`src/rtl/led_step_pkg.sv`:
```
// Shared types and helpers for the running-LED step generator.
package led_step_pkg;

    typedef logic [1:0] speed_lvl_t;

    localparam speed_lvl_t SPEED_MIN = 2'd0;
    localparam speed_lvl_t SPEED_MAX = 2'd3;

    // Slowest level gets the largest shift, so level 0 runs at BASE_DIV*8.
    function automatic logic [1:0] period_shift(input speed_lvl_t lvl);
        return SPEED_MAX - lvl;
    endfunction

endpackage

```
`src/rtl/led_debounce.sv`:
```
// Two-flop synchronizer, counting debouncer and rising-edge pulse for one raw button.
module led_debounce #(
    parameter int DEBOUNCE_CYCLES = 4
) (
    input  logic clk,
    input  logic reset,
    input  logic btn,
    output logic rise
);

    localparam int CW = $clog2(DEBOUNCE_CYCLES + 1);

    logic          sync1;
    logic          sync2;
    logic          level;
    logic [CW-1:0] cnt;
    logic          accept;

    assign accept = (sync2 != level) && (cnt == CW'(DEBOUNCE_CYCLES - 1));

    // Any cycle where the synchronized input agrees with the level restarts the count.
    always_ff @(posedge clk) begin
        if (reset) begin
            sync1 <= 1'b0;
            sync2 <= 1'b0;
            level <= 1'b0;
            cnt   <= '0;
            rise  <= 1'b0;
        end else begin
            sync1 <= btn;
            sync2 <= sync1;
            rise  <= accept && sync2;
            if (sync2 == level) begin
                cnt <= '0;
            end else if (accept) begin
                level <= sync2;
                cnt   <= '0;
            end else begin
                cnt <= cnt + CW'(1);
            end
        end
    end

endmodule

```
`src/rtl/led_step_gen.sv`:
```
// Button-controlled step pulse generator for a running-LED chain.
module led_step_gen
    import led_step_pkg::*;
#(
    parameter int DEBOUNCE_CYCLES = 4,
    parameter int BASE_DIV        = 4
) (
    input  logic       clk,
    input  logic       reset,
    input  logic       btn_speed,
    input  logic       btn_dir,
    input  logic       btn_pause,
    output logic       step,
    output logic       dir,
    output logic [1:0] speed_lvl,
    output logic       paused
);

    localparam int PW = $clog2((BASE_DIV << 3) + 1);

    logic          speed_ev;
    logic          dir_ev;
    logic          pause_ev;
    logic [PW-1:0] count;
    logic [PW-1:0] period;
    logic          terminal;
    logic          run;

    led_debounce #(.DEBOUNCE_CYCLES(DEBOUNCE_CYCLES)) u_speed (
        .clk(clk), .reset(reset), .btn(btn_speed), .rise(speed_ev)
    );

    led_debounce #(.DEBOUNCE_CYCLES(DEBOUNCE_CYCLES)) u_dir (
        .clk(clk), .reset(reset), .btn(btn_dir), .rise(dir_ev)
    );

    led_debounce #(.DEBOUNCE_CYCLES(DEBOUNCE_CYCLES)) u_pause (
        .clk(clk), .reset(reset), .btn(btn_pause), .rise(pause_ev)
    );

    // A pause event, in either direction, freezes the counter for its own clock.
    always_comb begin
        period   = PW'(BASE_DIV) << period_shift(speed_lvl);
        terminal = (count == period - PW'(1));
        run      = !paused && !pause_ev;
    end

    always_ff @(posedge clk) begin
        if (reset) begin
            step      <= 1'b0;
            dir       <= 1'b0;
            speed_lvl <= SPEED_MIN;
            paused    <= 1'b0;
            count     <= '0;
        end else begin
            step <= 1'b0;
            if (dir_ev)
                dir <= ~dir;
            if (pause_ev)
                paused <= ~paused;
            if (speed_ev) begin
                speed_lvl <= (speed_lvl == SPEED_MAX) ? SPEED_MIN : speed_lvl + 2'd1;
                count     <= '0;
            end else if (run) begin
                if (terminal) begin
                    count <= '0;
                    step  <= 1'b1;
                end else begin
                    count <= count + PW'(1);
                end
            end
        end
    end

endmodule

```
`config.mk`:
```
export PLATFORM = sky130hd
export DESIGN_NAME = led_step_gen
export DESIGN_NICKNAME = d
export VERILOG_FILES = /design/src/rtl/led_step_pkg.sv /design/src/rtl/led_debounce.sv /design/src/rtl/led_step_gen.sv
export SDC_FILE = /design/constraint.sdc
export NUM_CORES = 1
export LEC_CHECK = 0
export ABC_AREA = 1
export CELL_PAD_IN_SITES_DETAIL_PLACEMENT = 1
export CELL_PAD_IN_SITES_GLOBAL_PLACEMENT = 1
export CORE_UTILIZATION = 30
export DETAILED_ROUTE_END_ITERATION = 10
export DONT_BUFFER_PORTS = 1
export PLACE_DENSITY = 0.52
export SYNTH_ARGS = -nofsm -noshare
export SYNTH_HDL_FRONTEND = slang
export SYNTH_HIERARCHICAL = 1
export SYNTH_SLANG_ARGS = --single-unit
```
`constraint.sdc`:
```
create_clock -name clk -period 1.45 [get_ports clk]
set_input_delay 0.145 -clock clk [delete_from_list [all_inputs] [get_ports clk]]
set_output_delay 0.145 -clock clk [all_outputs]
set_load 0.005 [all_outputs]
```
==> impl_metrics.csv, run 1 <==
group,metric,value,unit
logic_synthesis,ys_warn_count,6,
timing,fmax,768,MHz
worst_setup_path,slowest_delay,360,ps
timing,post-route-period-util,89.7,%
logic_synthesis,synth_area,1340,um2
worst_setup_path,worstSetupPathType,"register to register",
timing,worst_pin_slew,519,ps
cts,h-tree-depth,2,
final_layout,syn2layout_area_growth,15.5,%
final_layout,antennaDiodeCount,0,
global_route,grt_max_degree,12,
power,ir_drop,0.614,mV
logic_synthesis,synth_area_leaders,"dfxtp_1 48%, ha_1 9.3%, nor2_1 8.7%",
global_route,grt.total_usage,12.7,%
worst_setup_path,cp_data_required_time,1620,ps
drt,wirelength,2550,um
logic_synthesis,synth_top_area_share,47.8,%
status,status,"completed",
worst_setup_path,crit_path_start_kind,"register",
die,start_util,32.3,%
drt,drtPass1Iterations,3,
cts,clkSinkCount,32,
logic_synthesis,synth.yosys.seq_area_share,47.8,%
cts,insertion_delay,280,ps
logic_synthesis,synth_edf_count,0,
worst_setup_path,rr_worst_depth,9,
place,place_hpwl,1830,um
hold_path,min-delay-start,"reset",
timing,fin_worst_skew,3.62,ps
cts,cts_root_buf,"clkbuf_8",
worst_setup_path,cpMaxStageDelayCell,"dfxtp_4",
logic_synthesis,post-synth-top-count-cell,"dfxtp_1",
global_route,gr-usage-met1,13.8,%
timing,slew_headroom,65.3,%
flow_run,cap_violations,0,
cts,clkTransAtPathRegs,60,ps
cts,post-cts-setup-buffer-count,0,
global_route,met2_usage,21.2,%
logic_synthesis,synthCells,163,
final_layout,multi_input_area,589,um2
die,design.core.area,4140,um2
place,portBuffers,0,
logic_synthesis,ys.flop_type,"dfxtp_1",
logic_synthesis,yosys-top-cells-count,"32 x dfxtp_1, 31 x nor2_1, 28 x nand2_1",
worst_setup_path,timing.rr.start,"speed_lvl[1]",
power,p_leak,0.688,nW
global_route,globalRoute.busiestLayer,"met2",
logic_synthesis,ys_ff_latch,32,
timing,setup_tns,0,ps
timing,setup_viol,0,
cts,cts_tree,"built",
cts,clockBufferDepth,2,
drt,viasPerCell,4.34,
global_route,grt_pass1_vias,972,
worst_setup_path,worst_ep_arrival_time,1470,ps
logic_synthesis,avgSynthCellArea,8.22,um2
place,dpl_cell_area,1410,um2
final_layout,fillers,508,
worst_setup_path,cpMostUsedCell,"nand2_1",
final_layout,nNetsFinal,190,
die,io_pins,10,
worst_setup_path,cp_max_fo,6,
worst_setup_path,r2r-end,"count[5]",
power,p_per_area,1070,nW/um2
logic_synthesis,ys_async_sr_fraction,0,%
global_route,gr-total-overflow,0,
worst_setup_path,reg2reg_slack,150,ps
logic_synthesis,yosysTopAreaCell,"dfxtp_1",
final_layout,final_layout_size_suffix_gt1_share,15.9,%
drt,antenna_left,0,
logic_synthesis,synth_cell_types,20,
global_route,antenna_found_initial,0,
drt,drcViolationCount,0,
timing,fin_crit,1300,ps
drt,drt_iter0_drc,10,
die,row_count,23,
hold_path,hold_class,"primary input to register",
worst_setup_path,worstPathCellList,"ha_1 -> inv_1 -> nand2_1 -> nand2_1 -> nand2_1 -> nor2_1 -> nand2_1 -> nand2_2 -> nor2_1",
global_route,grt_pass1_wl,4140,um
final_layout,design_area,1550,um2
die,die_h,68.8,um
final_layout,area.sequential,646,um2
drt,vias,980,
timing,rsz0062_at_grt,"no",
hold_path,hold_end,"u_pause/level",
die,dieArea,4740,um2
global_route,use_met3,4.61,%
hold_path,min_path_cells,3,
die,die_w,68.8,um
cts,numCtsBuffers,5,
place,place.gp.congestion,0.678,
timing,slew_viol_final,0,
logic_synthesis,syn_nets,178,
timing,hold_viol,0,
worst_setup_path,crit_path_end_kind,"register",
drt,wire_per_inst,11.3,um
[where the power goes]
group / leakage, nW / internal [W] / switching [W]
Sequential: 0.261 / 0.000895 / 0.0000122
Clock: 0.0455 / 0.000387 / 0.000306
Combinational: 0.381 / 0.0000287 / 0.0000333
[state kept, by name, summed over array words and instances, names as in the netlist]
name / flops
count: 6
dir: 1
paused: 1
speed_lvl: 2
step: 1
u_dir/cnt: 3
u_dir/level: 1
u_dir/rise: 1
u_dir/sync1: 1
u_dir/sync2: 1
u_pause/cnt: 3
u_pause/level: 1
u_pause/rise: 1
u_pause/sync1: 1
u_pause/sync2: 1
u_speed/cnt: 3
u_speed/level: 1
u_speed/rise: 1
u_speed/sync1: 1
u_speed/sync2: 1
[cells by family after synthesis]
family / count (synthesis) / synth area share (%)
multiplexers: 1 / 0.747
XOR/XNOR: 5 / 3.27
adder cells (fa/ha/maj): 10 / 9.34
flip-flops: 32 / 47.8
AO/OA/AOI/OAI: 3 / 1.31
AND/OR/NAND/NOR: 82 / 29.1
buffers and inverters: 30 / 8.40
[metal layers]
layer / part of all wire (%) / routed length (um)
met1: 47 / 1190
met2: 47 / 1190
met3: 4.5 / 114
met4: 2.4 / 60
met5: 0 / 0
[stage by stage]
step                      util, %  total power [W]  hold WS (ps)  cells  worst slack, ps
final                        37.3          0.00166          27.9    226              149
after global routing         37.3          0.00175          27.4    226             24.8
after CTS                    37.2          0.00170          19.4    226             29.9
after detailed placement     34.0         0.000978           221    214             47.8
after global placement       34.0         0.000975           219    214              121
after floorplan                 -         0.000967           216    163              206
[what timing repair did]
| action | 4_1_cts | 5_1_grt |
|---|---|---|
| resized for setup | 0 | 5 |
| hold endpoints to repair | 11 | 0 |
| hold buffers | 4 | 0 |
| endpoints found under the setup margin | 0 | 7 |
[worst max path at each step]
stage | cells past startpoint | from | slack, ps | end
after floorplan | 10 | speed_lvl[0] | 210 | count[5]
after global placement | 10 | speed_lvl[1] | 120 | count[5]
after detailed placement | 10 | speed_lvl[1] | 50 | count[5]
after CTS | 10 | speed_lvl[1] | 30 | count[5]
after global routing | 10 | speed_lvl[1] | 20 | count[2]
final | 9 | speed_lvl[1] | 150 | count[5]
[layout by cell type (no fill, tap or decap)]
cell and instances:
nand2_1 28, nor2_4 2, mux2i_1 1, inv_1 26, nor3b_1 1, nand2_2 5, clkbuf_8 6, nor2_1 31
clkbuf_1 2, a211oi_1 1, nand4_1 1, dfxtp_2 1, xnor2_1 3, dfxtp_4 1, ha_1 9, buf_4 1
nand3_2 3, nor3_2 1, ha_2 1, nand3b_1 3, nor2_2 3, nand3_1 4, inv_2 4, xor2_1 2
dlygate4sd3_1 4, dfxtp_1 30, a21oi_1 2
[critical path: cells and delay by family (launching register included)]
family | cells | cell delay [ps]
DFF | 1 | 360
adders and majority gates | 1 | 200
buffers and inverters | 1 | 80
and+or+nand+nor | 7 | 550
[final cells by class]
class / count / share of cell area, %
sequential: 32 / 41.7
multi-input combinational: 101 / 38.1
inverter: 30 / 7.28
clock buffer: 8 / 5.82
tap: 50 / 4.04
timing repair buffer: 5 / 3.07
No activity file was read; power rests on OpenSTA's default activity.
==> inputs of run 2 (changes only) <==
GPL_ROUTABILITY_DRIVEN = 0   (was not set)
PLACE_DENSITY = not set   (was 0.52)
PLACE_DENSITY_LB_ADDON = 0.1   (was not set)
==> impl_metrics.csv, run 2 (synthesized netlist as in run 1, its figures left out) <==
group,metric,value,unit
status,status,"completed",
timing,worst_pin_slew,531,ps
timing,holdWs,26.3,ps
final_layout,syn2layout_area_growth,16.6,%
cts,cts_root_buf,"clkbuf_8",
global_route,antenna_found_initial,0,
flow_run,cap_violations,0,
final_layout,nNetsFinal,190,
timing,fin_worst_skew,7.46,ps
place,portBuffers,0,
drt,wirelength,2420,um
drt,viasPerCell,4.33,
die,io_pins,10,
cts,cts_tree,"built",
global_route,grt_max_degree,12,
drt,drcViolationCount,0,
timing,setup_viol,0,
cts,clkSinkCount,32,
drt,drt_iter0_drc,29,
worst_setup_path,cp_max_fo,6,
timing,fin_crit,1320,ps
worst_setup_path,crit_path_end_kind,"register",
worst_setup_path,worst_ep_arrival_time,1480,ps
worst_setup_path,cpMaxStageDelayCell,"dfxtp_4",
place,place_hpwl,1780,um
timing,post-route-period-util,90.7,%
worst_setup_path,worstPathCellList,"inv_1 -> ha_1 -> inv_1 -> nand2_1 -> nand3_1 -> nand2_1 -> inv_1 -> nand2_1 -> nand2_2 -> nor2_1",
final_layout,final_layout_size_suffix_gt1_share,15.3,%
global_route,grt_pass1_wl,3880,um
final_layout,mostFrequentLayoutCells,"31 x nor2_1, 30 x dfxtp_1, 28 x nand2_1",
cts,clkTransAtPathRegs,70,ps
final_layout,regMostFlops,"count",
final_layout,final_common_cell,"nor2_1",
cts,insertion_delay,280,ps
die,dieArea,4740,um2
place,dp.cells,214,
power,p_total,0.00179,W
global_route,gr-total-overflow,0,
drt,drtPass1Iterations,3,
cts,h-tree-depth,2,
global_route,grt.total_usage,11.8,%
timing,hold_viol,0,
timing,rsz0062_at_grt,"no",
timing,setup_tns,0,ps
die,die_h,68.8,um
final_layout,antennaDiodeCount,0,
die,design.core.area,4140,um2
cts,clockBufferDepth,2,
worst_setup_path,slowest_delay,370,ps
power,p_per_area,1150,nW/um2
final_layout,design_area,1560,um2
cts,numCtsBuffers,5,
power,p_leak,0.698,nW
timing,slew_viol_final,0,
hold_path,hold_class,"primary input to register",
timing,slew_headroom,64.5,%
die,die_w,68.8,um
global_route,grt_pass1_vias,929,
drt,wire_per_inst,10.7,um
final_layout,fin_cells,226,
worst_setup_path,crit_path_start_kind,"register",
power,ir_drop,0.457,mV
place,dpl_cell_area,1410,um2
drt,vias,978,
drt,antenna_left,0,
final_layout,largest_reg_flops,6,
worst_setup_path,worstSetupPathType,"register to register",
timing,fmax,760,MHz
die,row_count,23,
die,start_util,32.3,%
worst_setup_path,cp_data_required_time,1620,ps
[run 2: cell types whose count changed in the layout (fill, tap and decap cells not counted), sizes merged]
cell    previous run  this run
clkbuf             8         6
bufinv             0         1
clkinv             0         1
[run 2: path summary, 6_finish.rpt]
kind | slack, ps | cells past startpoint | end | startpoint
min reg2reg | 410 | 2 | u_dir/sync2 | u_dir/sync1
min | 30 | 3 | u_pause/level | reset
max reg2reg | 130 | 10 | count[5] | speed_lvl[1]
max | 130 | 10 | count[5] | speed_lvl[1]
[run 2: final cells by class]
class,count,area [um2]
well taps,50,62.6
inverters,30,113
fillers,513,2580
clock inverters,2,35.0
repair buffers,5,47.5
flip-flops and latches,32,646
clock buffers,6,72.6
multi-input cells,101,587
[run 2: stage by stage]
step | worst slack (ps) | utilization, %
floorplan | 206 | -
global placement | 122 | 34.0
detailed placement | 50.4 | 34.0
CTS | 38.6 | 37.6
global route | 3.14 | 37.7
finish | 135 | 37.7
[run 2: worst max-delay path, delay by kind of cell, from the launching register on]
family        cells  cell delay [ps]
simple gates      6              430
flops             1              370
buf+inv           3              200
fa+ha+maj         1              210
[run 2: power by group]
group	switching [W]	leakage [nW]	internal (W)
clock	0.000315	0.0552	0.000510
sequential	0.0000129	0.261	0.000895
combinational	0.0000331	0.382	0.0000286
total	0.000361	0.698	0.00143
[run 2: timing repair]
item,4_1_cts,5_1_grt
hold buffers,4,0
setup buffers,0,0
endpoints found under the setup margin,0,7
hold endpoints to repair,11,0
resized for setup,0,3
[run 2: per-layer routing]
layer  global-route usage [%]  vias up  share of wire (%)
met2                     19.7       10                 47
li1                         -      511                  -
met1                     13.0      455                 48
met3                     4.61        2                4.0
met5                        0        -                  0
met4                     6.12        0               0.70
==> inputs of run 3 (changes only) <==
ABC_AREA = not set   (was 1)
==> impl_metrics.csv, run 3 <==
group,metric,value,unit
logic_synthesis,synth_area,1310,um2
logic_synthesis,ys_warn_count,6,
logic_synthesis,ys_async_sr_fraction,0,%
status,status,"completed",
worst_setup_path,worstPathCellList,"inv_2 -> ha_4 -> xnor2_4 -> mux2i_4 -> buf_12 -> a221oi_4",
worst_setup_path,cp_data_required_time,1640,ps
timing,setup_viol,0,
logic_synthesis,synth_cell_types,30,
global_route,grt.total_usage,13.4,%
timing,slew_viol_final,0,
die,die_w,68.1,um
global_route,antenna_found_initial,0,
final_layout,syn2layout_area_growth,28.8,%
timing,holdWs,87.5,ps
logic_synthesis,syn_nets,133,
timing,rsz0062_at_grt,"yes",
power,ir_drop,0.623,mV
worst_setup_path,crit_path_end_kind,"register",
logic_synthesis,yosys-top-cells-count,"32 x dfxtp_1, 10 x ha_1, 9 x nor2_1",
timing,slew_headroom,43.3,%
die,start_util,32.0,%
global_route,grt_pass1_wl,4380,um
timing,fin_ws,40.6,ps
die,row_count,23,
logic_synthesis,synth_top_area_share,48.9,%
cts,numCtsBuffers,5,
final_layout,fin_cells,187,
logic_synthesis,ys.flop_type,"dfxtp_1",
global_route,grt_max_degree,23,
die,dieArea,4630,um2
drt,vias,918,
place,place_hpwl,1720,um
global_route,grt_pass1_vias,923,
cts,clkTransAtPathRegs,70,ps
worst_setup_path,cpMaxStageDelayCell,"dfxtp_2",
logic_synthesis,synth.yosys.seq_area_share,48.9,%
die,design.core.area,4090,um2
drt,wirelength,2640,um
die,io_pins,10,
final_layout,multi_input_area,727,um2
power,p_per_area,1010,nW/um2
cts,clockBufferDepth,2,
logic_synthesis,avgSynthCellArea,11.1,um2
worst_setup_path,worstSetupPathType,"register to register",
timing,fin_worst_skew,5.94,ps
power,p_total,0.00171,W
drt,antenna_left,0,
worst_setup_path,worst_ep_arrival_time,1600,ps
timing,fmax,710,MHz
place,pre_cts_slack,-78.1,ps
die,die_h,68.1,um
timing,worst_pin_slew,847,ps
worst_setup_path,cp_max_fo,7,
worst_setup_path,crit_path_start_kind,"register",
logic_synthesis,synth_area_leaders,"dfxtp_1 49%, ha_1 9.6%, xnor2_1 5.4%",
hold_path,hold_class,"primary input to register",
drt,drcViolationCount,0,
worst_setup_path,slowest_delay,340,ps
timing,fin_crit,1410,ps
logic_synthesis,ys_ff_latch,32,
final_layout,final_layout_size_suffix_gt1_share,32.8,%
global_route,gr-total-overflow,0,
timing,post-route-period-util,97.2,%
final_layout,largest_reg_flops,6,
logic_synthesis,synth_edf_count,0,
final_layout,antennaDiodeCount,0,
cts,h-tree-depth,2,
final_layout,regMostFlops,"count",
final_layout,final_common_cell,"dfxtp_1",
logic_synthesis,synthCells,118,
place,portBuffers,0,
final_layout,mostFrequentLayoutCells,"28 x dfxtp_1, 9 x nor2_1, 9 x buf_4",
final_layout,fillers,447,
timing,hold_viol,0,
power,p_leak,0.617,nW
logic_synthesis,post-synth-top-count-cell,"dfxtp_1",
place,dp.cells,174,
final_layout,fin_util,41.2,%
final_layout,nNetsFinal,152,
logic_synthesis,yosysTopAreaCell,"dfxtp_1",
flow_run,cap_violations,0,
cts,clkSinkCount,32,
drt,drt_iter0_drc,10,
cts,insertion_delay,280,ps
cts,cts_tree,"built",
cts,cts_root_buf,"clkbuf_8",
final_layout,area.sequential,646,um2
drt,drtPass1Iterations,2,
drt,viasPerCell,4.91,
drt,wire_per_inst,14.1,um
-- run 3: critical path, delay by kind of cell (launching register included) --
kind                       cells  cell delay [ps]
DFF                            1              340
AOI/OAI and AO/OA              1              250
buffers and inverters          2              210
muxes                          1              200
adders and majority gates      1              180
xor gates and xnor gates       1              150
-- run 3: cell type report --
cell class                 instances  share of cell area (%)
inverter                           7                    1.56
clock buffer                       7                    5.72
multi-input combinational         77                    43.1
tap                               50                    3.71
timing repair buffer              14                    7.57
sequential                        32                    38.3
-- run 3: repair_timing --
item,CTS,global route
setup buffers,1,1
endpoints found under the setup margin,4,7
gates cloned,0,0
endpoints found under the hold margin,22,0
hold buffers,4,0
resized for setup,12,6
pin swaps,4,2
-- run 3: power breakdown --
part            total, W  internal [W]  switching (W)  leakage, nW
registers       0.000910      0.000898      0.0000114        0.261
logic          0.0000727     0.0000377      0.0000350        0.305
clock network   0.000727      0.000422       0.000305       0.0503
total            0.00171       0.00136       0.000351        0.617
-- run 3: cell families (layout without fill, tap and decap cells) --
group	after synthesis	after routing	synth area share, %
multiplexers	5	5	3.82
adder cells (fa/ha/maj)	10	10	9.56
AO/OA/AOI/OAI	10	10	6.31
AND/OR/NAND/NOR	42	42	22.1
flip-flops	32	32	48.9
XOR/XNOR	10	10	6.69
buffers and inverters	9	28	2.58
-- run 3: routing by layer --
metal | wire, um | global-route usage, %
met4 | 40 | 6.25
met3 | 99 | 5.17
met1 | 1120 | 14.6
met2 | 1370 | 22.7
met5 | 0 | 0
-- run 3: path summary, 6_finish.rpt --
path | start | to | slack, ps | cells after the start
max | speed_lvl[1] | count[4] | 40 | 6
max reg2reg | speed_lvl[1] | count[4] | 40 | 6
min | reset | step | 90 | 2
min reg2reg | u_pause/cnt[0] | u_pause/cnt[0] | 430 | 1
-- run 3: through the flow --
stage | TNS [ps] | area (um2)
5_1_grt | -20.2 | 1690
2_1_floorplan | 0 | 1330
3_3_place_gp | 0 | 1440
6_report | 0 | 1690
3_5_place_dp | -78.1 | 1440
4_1_cts | 0 | 1650
